## src/rtl/seq_rem_div.sv

```systemverilog
// rtl/seq_rem_div.sv - multi-cycle signed-magnitude divider returning remainder and quotient
module seq_rem_div #(
  parameter int WIDTH = 4
) (
  input  logic             clk,
  input  logic             rst_n,
  input  logic             start,
  input  logic [WIDTH-1:0] numerator,
  input  logic [WIDTH-1:0] denominator,
  output logic [WIDTH-1:0] remainder,
  output logic [WIDTH-1:0] quotient,
  output logic             divbyzero,
  output logic             zero,
  output logic             busy,
  output logic             done
);

  localparam int M  = WIDTH - 1;
  localparam int CW = (M > 1) ? $clog2(M) : 1;
  localparam logic [CW-1:0] CNT_INIT = CW'(M - 1);

  typedef enum logic [1:0] {IDLE, CALC, DONE} state_t;

  state_t        state, state_nxt;
  logic [M-1:0]  dvd;       // dividend bits still to consume; quotient bits shift in at the LSB
  logic [M-1:0]  dvs;       // divisor magnitude
  logic [M:0]    prem;      // partial remainder, one bit wider than the divisor
  logic          sn, sd;    // operand signs
  logic [CW-1:0] cnt;

  logic          den_zero;
  logic [M+1:0]  shifted;
  logic [M+1:0]  trial;
  logic          qbit;
  logic [M:0]    prem_nxt;
  logic [M-1:0]  qmag;
  logic [M-1:0]  rmag;

  assign den_zero = (denominator[M-1:0] == '0);
  assign busy     = (state == CALC);
  assign done     = (state == DONE);

  // State register
  always_ff @(posedge clk) begin
    if (!rst_n) state <= IDLE;
    else        state <= state_nxt;
  end

  // Next-state logic: start is only honoured outside CALC
  always_comb begin
    state_nxt = state;
    case (state)
      IDLE, DONE: begin
        if (start) state_nxt = den_zero ? DONE : CALC;
        else       state_nxt = IDLE;
      end
      CALC:    if (cnt == '0) state_nxt = DONE;
      default: state_nxt = IDLE;
    endcase
  end

  // One restoring-division step: shift in next dividend bit, trial-subtract, restore on borrow
  always_comb begin
    shifted  = {prem, dvd[M-1]};
    trial    = shifted - {2'b00, dvs};
    qbit     = ~trial[M+1];
    prem_nxt = qbit ? trial[M:0] : shifted[M:0];
    qmag     = {dvd[M-2:0], qbit};
    rmag     = prem_nxt[M-1:0];
  end

  // Operand capture, iteration and result registers
  always_ff @(posedge clk) begin
    if (!rst_n) begin
      dvd       <= '0;
      dvs       <= '0;
      prem      <= '0;
      sn        <= 1'b0;
      sd        <= 1'b0;
      cnt       <= '0;
      remainder <= '0;
      quotient  <= '0;
      divbyzero <= 1'b0;
      zero      <= 1'b0;
    end else begin
      case (state)
        IDLE, DONE: begin
          if (start) begin
            if (den_zero) begin
              remainder <= '0;
              quotient  <= '0;
              divbyzero <= 1'b1;
              zero      <= 1'b0;
            end else begin
              dvd  <= numerator[M-1:0];
              dvs  <= denominator[M-1:0];
              sn   <= numerator[M];
              sd   <= denominator[M];
              prem <= '0;
              cnt  <= CNT_INIT;
            end
          end
        end
        CALC: begin
          prem <= prem_nxt;
          dvd  <= qmag;
          if (cnt == '0) begin
            // Signs are dropped on zero magnitudes so -0 never appears
            remainder <= {sn & (|rmag), rmag};
            quotient  <= {(sn ^ sd) & (|qmag), qmag};
            zero      <= (rmag == '0);
            divbyzero <= 1'b0;
          end else begin
            cnt <= cnt - 1'b1;
          end
        end
        default: ;
      endcase
    end
  end

endmodule

```

## config.mk

```make
export PLATFORM = sky130hd
export DESIGN_NAME = seq_rem_div
export DESIGN_NICKNAME = d
export VERILOG_FILES = /design/src/rtl/seq_rem_div.sv
export SDC_FILE = /design/constraint.sdc
export NUM_CORES = 1
export LEC_CHECK = 0
export ABC_CLOCK_PERIOD_IN_PS = 4170
export CORE_ASPECT_RATIO = 1.5
export CORE_MARGIN = 2
export CORE_UTILIZATION = 55
export DETAILED_ROUTE_END_ITERATION = 10
export PLACE_DENSITY = 0.82
export REMOVE_ABC_BUFFERS = 1
export SYNTH_ARGS = -nofsm -noshare
export SYNTH_HDL_FRONTEND = slang
export SYNTH_SLANG_ARGS = --single-unit
```

## constraint.sdc

```tcl
create_clock -name clk -period 4.17 [get_ports clk]
set_input_delay 0.6255 -clock clk [delete_from_list [all_inputs] [get_ports clk]]
set_output_delay 0.6255 -clock clk [all_outputs]
set_load 0.02 [all_outputs]
```

After elaboration in Yosys (flattened, before gate mapping)
Cells that the tools add are included.

Output and inout bits: 12. Bits in registers: 26. Word-level logic and storage cells: 66. Bits of input ports: 11.

Bitwise gates (word level): 5. Reduce and logical (&&, ||, !) cells: 12. Multiplexer cells: 29. Equality and inequality tests: 7. Add/sub/neg operators: 2.

Operators by type and width (number): 4-bit 2-to-1 mux (7); 4-bit one-hot mux with 2 select lines (3); 2-bit 2-to-1 mux (6); 2-bit inequality test, second input constant (4); 2-bit one-hot mux with 2 select lines (2); 4-bit AND reduction (2); 3-bit logical NOT (2); 1-bit 2-to-1 mux (6); 3-bit 2-to-1 mux (2); 3-bit one-hot mux with 2 select lines (1); 3-bit AND reduction (2); 3-bit OR reduction (2); 5-bit by 3-bit subtractor with 5-bit output (1); 2-bit logical NOT (2); 1-bit one-hot mux with 2 select lines (2); 1-bit AND (2); 2-bit by 1-bit == test with 1-bit output, second input constant (1); 2-bit == test, second input constant (1); 2-bit by 1-bit inequality test with 1-bit output, second input constant (1); 1-bit inverter (2); 2-bit nonzero test (1); 2-bit OR reduction (1); 2-bit by 1-bit subtractor with 2-bit output, second input constant (1); 1-bit XOR (1).

Logic depth before layout (Yosys ltp)
Gate-level depths: netlist of the first run.

Depth after elaboration: 6. Depth in mapped cells: 8. Mapped depth without buffers: 8.

Worst setup path before layout of the first run
OpenSTA, ideal clock, no wires.

Path type: register to register. From: register dvd[2]. To: register zero. Path slack: 2050 ps. Required time: 4055 ps. Library setup time: 115 ps. Arrival: 2004 ps. Cell stages (with the launch flop): 9. Buffers on the path: 0. Period minus slack after synthesis: 2120 ps. Cell sequence: dfxtp_1 inv_1 ha_1 fa_1 nor2b_1 or3_1 a32oi_1 a31oi_1 a31o_1.

Longest elaborated chain between the ends: 5.

Ends and longest elaborated chain: from (decl) (RTL line 25) `logic [M-1:0] dvd;`; from (signal assigned) (RTL line 95) `dvd <= numerator[M-1:0];`; from (signal assigned) (RTL line 106) `dvd <= qmag;`; 5-bit by 3-bit subtractor with 5-bit output (RTL line 65) `trial = shifted - {2'b00, dvs};`; 4-bit 2-to-1 mux * (RTL line 67) `prem_nxt = qbit ? trial[M:0] : shifted[M:0];`; 3-bit logical NOT * (RTL line 111) `zero <= (rmag == '0);`; 1-bit 2-to-1 mux * (RTL line 107) `if (cnt == '0) begin`; 1-bit one-hot mux with 2 select lines * (RTL line 86) `case (state)`; to (signal assigned) (RTL line 111); to (decl) (RTL line 13) `output logic zero,`.

Mark *: on every way between the ends. The rest lies on a longest branch, timed or not. The select of a mux whose other input is x is not followed. A chain may end at the register's enable or synchronous reset.

Final worst setup path of the first run
From: register state[1]. To: output port busy.

Longest elaborated chain between the ends: 1.

Ends and longest elaborated chain: from (decl) (RTL line 24) `state_t state, state_nxt;`; from (signal assigned) (RTL line 46) `else state <= state_nxt;`; 2-bit by 1-bit == test with 1-bit output (RTL line 40) `assign busy = (state == CALC);`; to (decl) (RTL line 14) `output logic busy,`.

No other way between the ends.

==> impl_metrics.json, run 1 <==
{
  "drc": 0,
  "maxCapViolCount": 0,
  "path_cells": "nand2b_1 -> inv_2 -> clkdlybuf4s50_1",
  "nets": 191,
  "routabilityCongestion": 0.898,
  "wl_per_cell_um": 13.8,
  "synth_seq_cells": 26,
  "highest_layer": "met4",
  "clock_tree.buffer_depth": 2,
  "critPathSlowestCell": "clkdlybuf4s50_1",
  "utilization_pct": 68.8,
  "p_leak_nw": 0.555,
  "finalHoldViolCount": 0,
  "antenna_left": 0,
  "cts_num_sinks": 26,
  "reg2reg_to": "zero",
  "row_count": 21,
  "core_area_um2": 2210,
  "cts_root_buf": "clkbuf_4",
  "async_flop_share_pct": 0,
  "synthDistinctLibCells": 39,
  "status": "finished clean",
  "dr_wl_met3_um": 64,
  "synth_ff_type": "dfxtp_1",
  "reg2reg_slack_ns": 1.78,
  "rsz0062_at_grt": "no",
  "cts_tree": "done",
  "finalSetupViolCount": 0,
  "wl_met2_um": 1480,
  "start_kind": "flip-flop",
  "boundaryPins": 23,
  "slew_viol_final": 0,
  "worstSkewPairLatency_ns": 0.32,
  "avgSynthCellArea_um2": 8.12,
  "r2r-start": "dvd[2]",
  "holdPathEnd": "divbyzero",
  "crit_arrival_ns": 1.87,
  "setup_ws_ns": 1.67,
  "grt_overflow": 0,
  "synth_area_leader_cell": "dfxtp_1",
  "numCtsBuffers": 3,
  "pre_cts_slack_ns": 1.73,
  "synth_area_um2": 1270,
  "max-vdd-ir-drop_v": 0.000220,
  "drt-initial-drc-count": 37,
  "layout-area-overhead-vs-synth_pct": 19.9,
  "place_hpwl_um": 2060,
  "numPortBuffers": 22,
  "grt_pass1_vias": 1097,
  "yosysTopAreaCellShare_pct": 41.1,
  "max_slew_margin_pct": 59.7,
  "ys_seq_area_share_pct": 41.1,
  "fin_crit_ns": 2.50,
  "ctsHoldBuffers": 0,
  "synthTopCellsByCount": "28 x nand2_1, 26 x dfxtp_1, 12 x nor2_1, 11 x a21oi_1, 10 x nand3_1",
  "initial_core_util_pct": 57.4,
  "finalSetupTns_ns": 0,
  "dr_total_vias": 1161,
  "synth_edf_count": 0,
  "yosysWarnings": 0,
  "drive_gt1_share_pct": 6.32,
  "routed_wl_um": 2730,
  "holdCritStartpoint": "divbyzero",
  "grt_usage_pct": 22.5,
  "max_freq_ghz": 0.400,
  "antenna_found_initial": 0,
  "hp-class": "flip-flop to flip-flop",
  "worstHoldPathCells": 2,
  "critPathKind": "flip-flop to output pin",
  "ctsResizeCount": 0,
  "wl_met1_um": 1110,
  "die_x_um": 43.2,
  "yosysMostFrequentCell": "nand2_1",
  "synthTopCellsByArea": "dfxtp_1 41%, nand2_1 8.3%, a21oi_1 4.3%",
  "htreeDepth": 1,
  "drt_pass1_iterations": 5,
  "clock_skew_ns": 0.00879,
  "routed_via_density": 5.89,
  "cp_max_fo": 14,
  "antenna-diode-count": 0,
  "reg2reg_depth": 8,
  "min_period_over_period_pct": 59.9,
  "p_per_area_nw_per_um2": 357,
  "grt_pass1_wl_um": 4770,
  "path_clk_slew_ns": 0.14,
  "die_h_um": 62.8,
  "worst_pin_slew_ns": 0.604,
  "synthCells": 156,
  "dieArea_um2": 2710,
  "crit_required_ns": 3.54,
  "end_kind": "output pin",
  "power_w": 0.000543,
  "max_stage_delay_ns": 0.63,
  "cts_setup_buffers": 0,
  "grt_max_degree": 21
}
[sequential cells by signal, indices dropped and copies added (netlist names), 2 cells and up]
| signal | flops |
|---|---|
| prem | 4 |
| quotient | 4 |
| remainder | 4 |
| dvd | 3 |
| dvs | 3 |
| cnt | 2 |
| state | 2 |
[cell families after synthesis]
kind of cell / Yosys count / synth area share, %
and+or+nand+nor: 75 / 29.3
AOI/OAI and AO/OA: 33 / 18.3
DFF: 26 / 41.1
buffers and inverters: 16 / 5.04
adders and majority gates: 5 / 5.53
xor gates and xnor gates: 1 / 0.692
[worst max-delay path by stage]
stage / from / endpoint / cells after the start
6_report: state[1] / busy / 3
3_5_place_dp: rst_n / prem[3] / 4
3_3_place_gp: rst_n / prem[3] / 4
5_1_grt: state[1] / busy / 3
2_1_floorplan: dvd[2] / zero / 8
4_1_cts: state[1] / busy / 3
[layout by cell type, fill, tap and decap left out, types with 2 or more instances in the layout]
| cell type | instances |
|---|---|
| nand2_1 | 28 |
| dfxtp_1 | 26 |
| clkdlybuf4s50_1 | 22 |
| nor2_1 | 12 |
| a21oi_1 | 11 |
| nand3_1 | 10 |
| inv_1 | 7 |
| nor2b_1 | 5 |
| nand4_1 | 5 |
| o21ai_1 | 4 |
| ha_1 | 4 |
| nand2b_1 | 3 |
| nor3_1 | 3 |
| a311oi_1 | 3 |
| o22ai_1 | 3 |
| clkbuf_4 | 3 |
| a22oi_1 | 2 |
| or3_1 | 2 |
[report_power, final]
group,total [W],internal (W),switching (W)
sequential,0.000278,0.000264,0.0000140
combinational,0.000140,0.0000612,0.0000786
clock,0.000125,0.0000534,0.0000714
total,0.000543,0.000379,0.000164
[layout make-up]
cell class | instances | area (um^2)
Sequential cell | 26 | 520
Fill cell | 190 | 689
Clock buffer | 4 | 36.3
Tap cell | 23 | 28.8
Inverter | 8 | 30.0
Multi-Input combinational cell | 114 | 682
Timing Repair Buffer | 22 | 220
[through the flow]
stage	cell area, um^2	instances	hold slack, ns
after global placement	1480	193	0.452
final	1520	197	0.474
after detailed placement	1480	193	0.463
after floorplan	1230	148	0.448
after CTS	1520	197	0.482
after global routing	1520	197	0.489
[metal layers]
metal / global-route usage (%) / vias to the layer above
met5: 0 / -
met4: 12.5 / 0
met3: 2.31 / 8
met2: 38.2 / 27
met1: 26.4 / 542
li1: - / 584
[critical path, delay by kind of cell (launching register included)]
kind / cells / cell delay [ns]
flops: 1 / 0.33
buf+inv: 2 / 0.85
simple gates: 1 / 0.38
No activity file was read; power rests on OpenSTA's default activity.
==> run 2, diff against run 1 <==
--- a/config.mk
+++ b/config.mk
@@ -5,12 +5,12 @@
 export SDC_FILE = /design/constraint.sdc
 export NUM_CORES = 1
 export LEC_CHECK = 0
-export ABC_CLOCK_PERIOD_IN_PS = 4170
+export ABC_CLOCK_PERIOD_IN_PS = 2200
 export CORE_ASPECT_RATIO = 1.5
 export CORE_MARGIN = 2
-export CORE_UTILIZATION = 55
+export CORE_UTILIZATION = 46
 export DETAILED_ROUTE_END_ITERATION = 10
-export PLACE_DENSITY = 0.82
+export PLACE_DENSITY = 0.73
 export REMOVE_ABC_BUFFERS = 1
 export SYNTH_ARGS = -nofsm -noshare
 export SYNTH_HDL_FRONTEND = slang
==> constraint.sdc (replaced) <==
create_clock -name clk -period 2.2 [get_ports clk]
set_input_delay 0.33 -clock clk [delete_from_list [all_inputs] [get_ports clk]]
set_output_delay 0.33 -clock clk [all_outputs]
set_load 0.02 [all_outputs]
==> run 2 against run 1 <==
First-iteration DRC count fell by 2.7%. Final cell count rose by 11%. Global-route usage fell by 1.5 points. Setup slack got worse by 1.6 ns. Sequential share of layout area fell by 2.5 points. Combinational power rose by 110%. Clock skew fell by 0.0036 ns. Die area rose by 18%. Count of clock-buffer cells in the layout fell by 1. Critical path depth rose by 5. Flip-flop and latch count did not move. Largest power group unchanged.
==> impl_metrics.json, run 2 (same netlist as run 1, synthesis figures left out) <==
{
  "cts_root_buf": "clkbuf_8",
  "die_h_um": 68.3,
  "layout_commonest_cell": "nand2_1",
  "cts_tree": "done",
  "p_leak_nw": 0.605,
  "numPortBuffers": 22,
  "worstSkewPairLatency_ns": 0.27,
  "finalSetupTns_ns": 0,
  "crit_arrival_ns": 2.29,
  "routabilityCongestion": 0.920,
  "cts_num_sinks": 26,
  "initial_core_util_pct": 47.8,
  "antenna_found_initial": 0,
  "drt_pass1_iterations": 4,
  "boundaryPins": 23,
  "end_kind": "flip-flop",
  "layout-area-overhead-vs-synth_pct": 29.5,
  "clock_tree.buffer_depth": 2,
  "worst_pin_slew_ns": 0.434,
  "finalHoldViolCount": 0,
  "final_cell_mix": "28 x nand2_1, 25 x dfxtp_1, 22 x clkdlybuf4s50_1, 12 x nor2_1, 11 x a21oi_1",
  "routed_via_density": 5.41,
  "ctsResizeCount": 0,
  "grt_pass1_vias": 1131,
  "start_kind": "flip-flop",
  "finalSetupViolCount": 0,
  "path_clk_slew_ns": 0.09,
  "die_x_um": 46.8,
  "routed_wl_um": 3000,
  "worstHoldPathCells": 2,
  "ctsHoldBuffers": 0,
  "grt_pass1_wl_um": 4910,
  "antenna_left": 0,
  "min_period_over_period_pct": 96.2,
  "fin_crit_ns": 2.12,
  "htreeDepth": 1,
  "max_slew_margin_pct": 71.1,
  "grt_overflow": 0,
  "dieArea_um2": 3200,
  "core_area_um2": 2650,
  "antenna-diode-count": 0,
  "cts_setup_buffers": 0,
  "crit_required_ns": 2.37,
  "p_per_area_nw_per_um2": 738,
  "drc": 0,
  "fin_hold_ws_ns": 0.474,
  "wl_per_cell_um": 13.7,
  "multiInputGateArea_um2": 698,
  "status": "finished clean",
  "fillers": 246,
  "hp-class": "flip-flop to flip-flop",
  "grt_max_degree": 20,
  "max-vdd-ir-drop_v": 0.000603,
  "utilization_pct": 62.0,
  "regArea_um2": 522,
  "drive_gt1_share_pct": 12.2,
  "largestRegisters": "prem (4), quotient (4), remainder (4)",
  "clock_skew_ns": 0.00516,
  "row_count": 23,
  "slew_viol_final": 0,
  "cp_max_fo": 4,
  "nets": 198,
  "numCtsBuffers": 3,
  "place_hpwl_um": 2270,
  "grt_usage_pct": 20.9,
  "dr_total_vias": 1180,
  "power_w": 0.00121,
  "maxCapViolCount": 0,
  "critPathKind": "flip-flop to flip-flop",
  "max_freq_ghz": 0.473,
  "drt-initial-drc-count": 36,
  "reg2reg_depth": 8
}
[run 2: cell type report]
cell class / instances / share of cell area, %
Tap cell: 37 / 2.82
Inverter: 8 / 1.83
Sequential cell: 26 / 31.8
Clock inverter: 1 / 1.83
Timing Repair Buffer: 29 / 16.6
Clock buffer: 3 / 2.52
Multi-Input combinational cell: 114 / 42.6
[run 2: routing by layer]
metal	up-vias	wire length, um	global-route usage [%]	part of all wire, %
li1	597	-	-	-
met1	553	1240	25.3	42
met2	23	1610	36.5	54
met3	7	83	2.37	2.8
met4	0	55	7.99	1.8
met5	-	0	0	0
[run 2: report_power, final]
group	leakage (nW)	total [W]	internal, W	switching, W
registers	0.212	0.000525	0.000500	0.0000247
logic	0.356	0.000291	0.000133	0.000158
clock network	0.0357	0.000395	0.000244	0.000151
total	0.605	0.00121	0.000877	0.000334
[run 2: critical path: stages (launching register included)]
cell and delay (ns):
dfxtp_2 0.36, inv_1 0.06, ha_1 0.22, fa_2 0.34, nor2b_1 0.14, or3_1 0.34
a32oi_2 0.27, a31oi_2 0.07, a31o_1 0.23
[run 2: through the flow]
step           std cells  worst slack [ns]  cell area, um^2
2_1_floorplan        148            0.0803             1230
3_3_place_gp         214            0.0839             1550
3_5_place_dp         214            0.0162             1550
4_1_cts              218           0.00382             1620
5_1_grt              218          -0.00181             1640
6_report             218            0.0838             1640
[run 2: worst paths after layout]
kind,start,end,slack [ns]
min,divbyzero,divbyzero,0.47
max,dvd[2],zero,0.08
max reg2reg,dvd[2],zero,0.08
min reg2reg,divbyzero,divbyzero,0.47
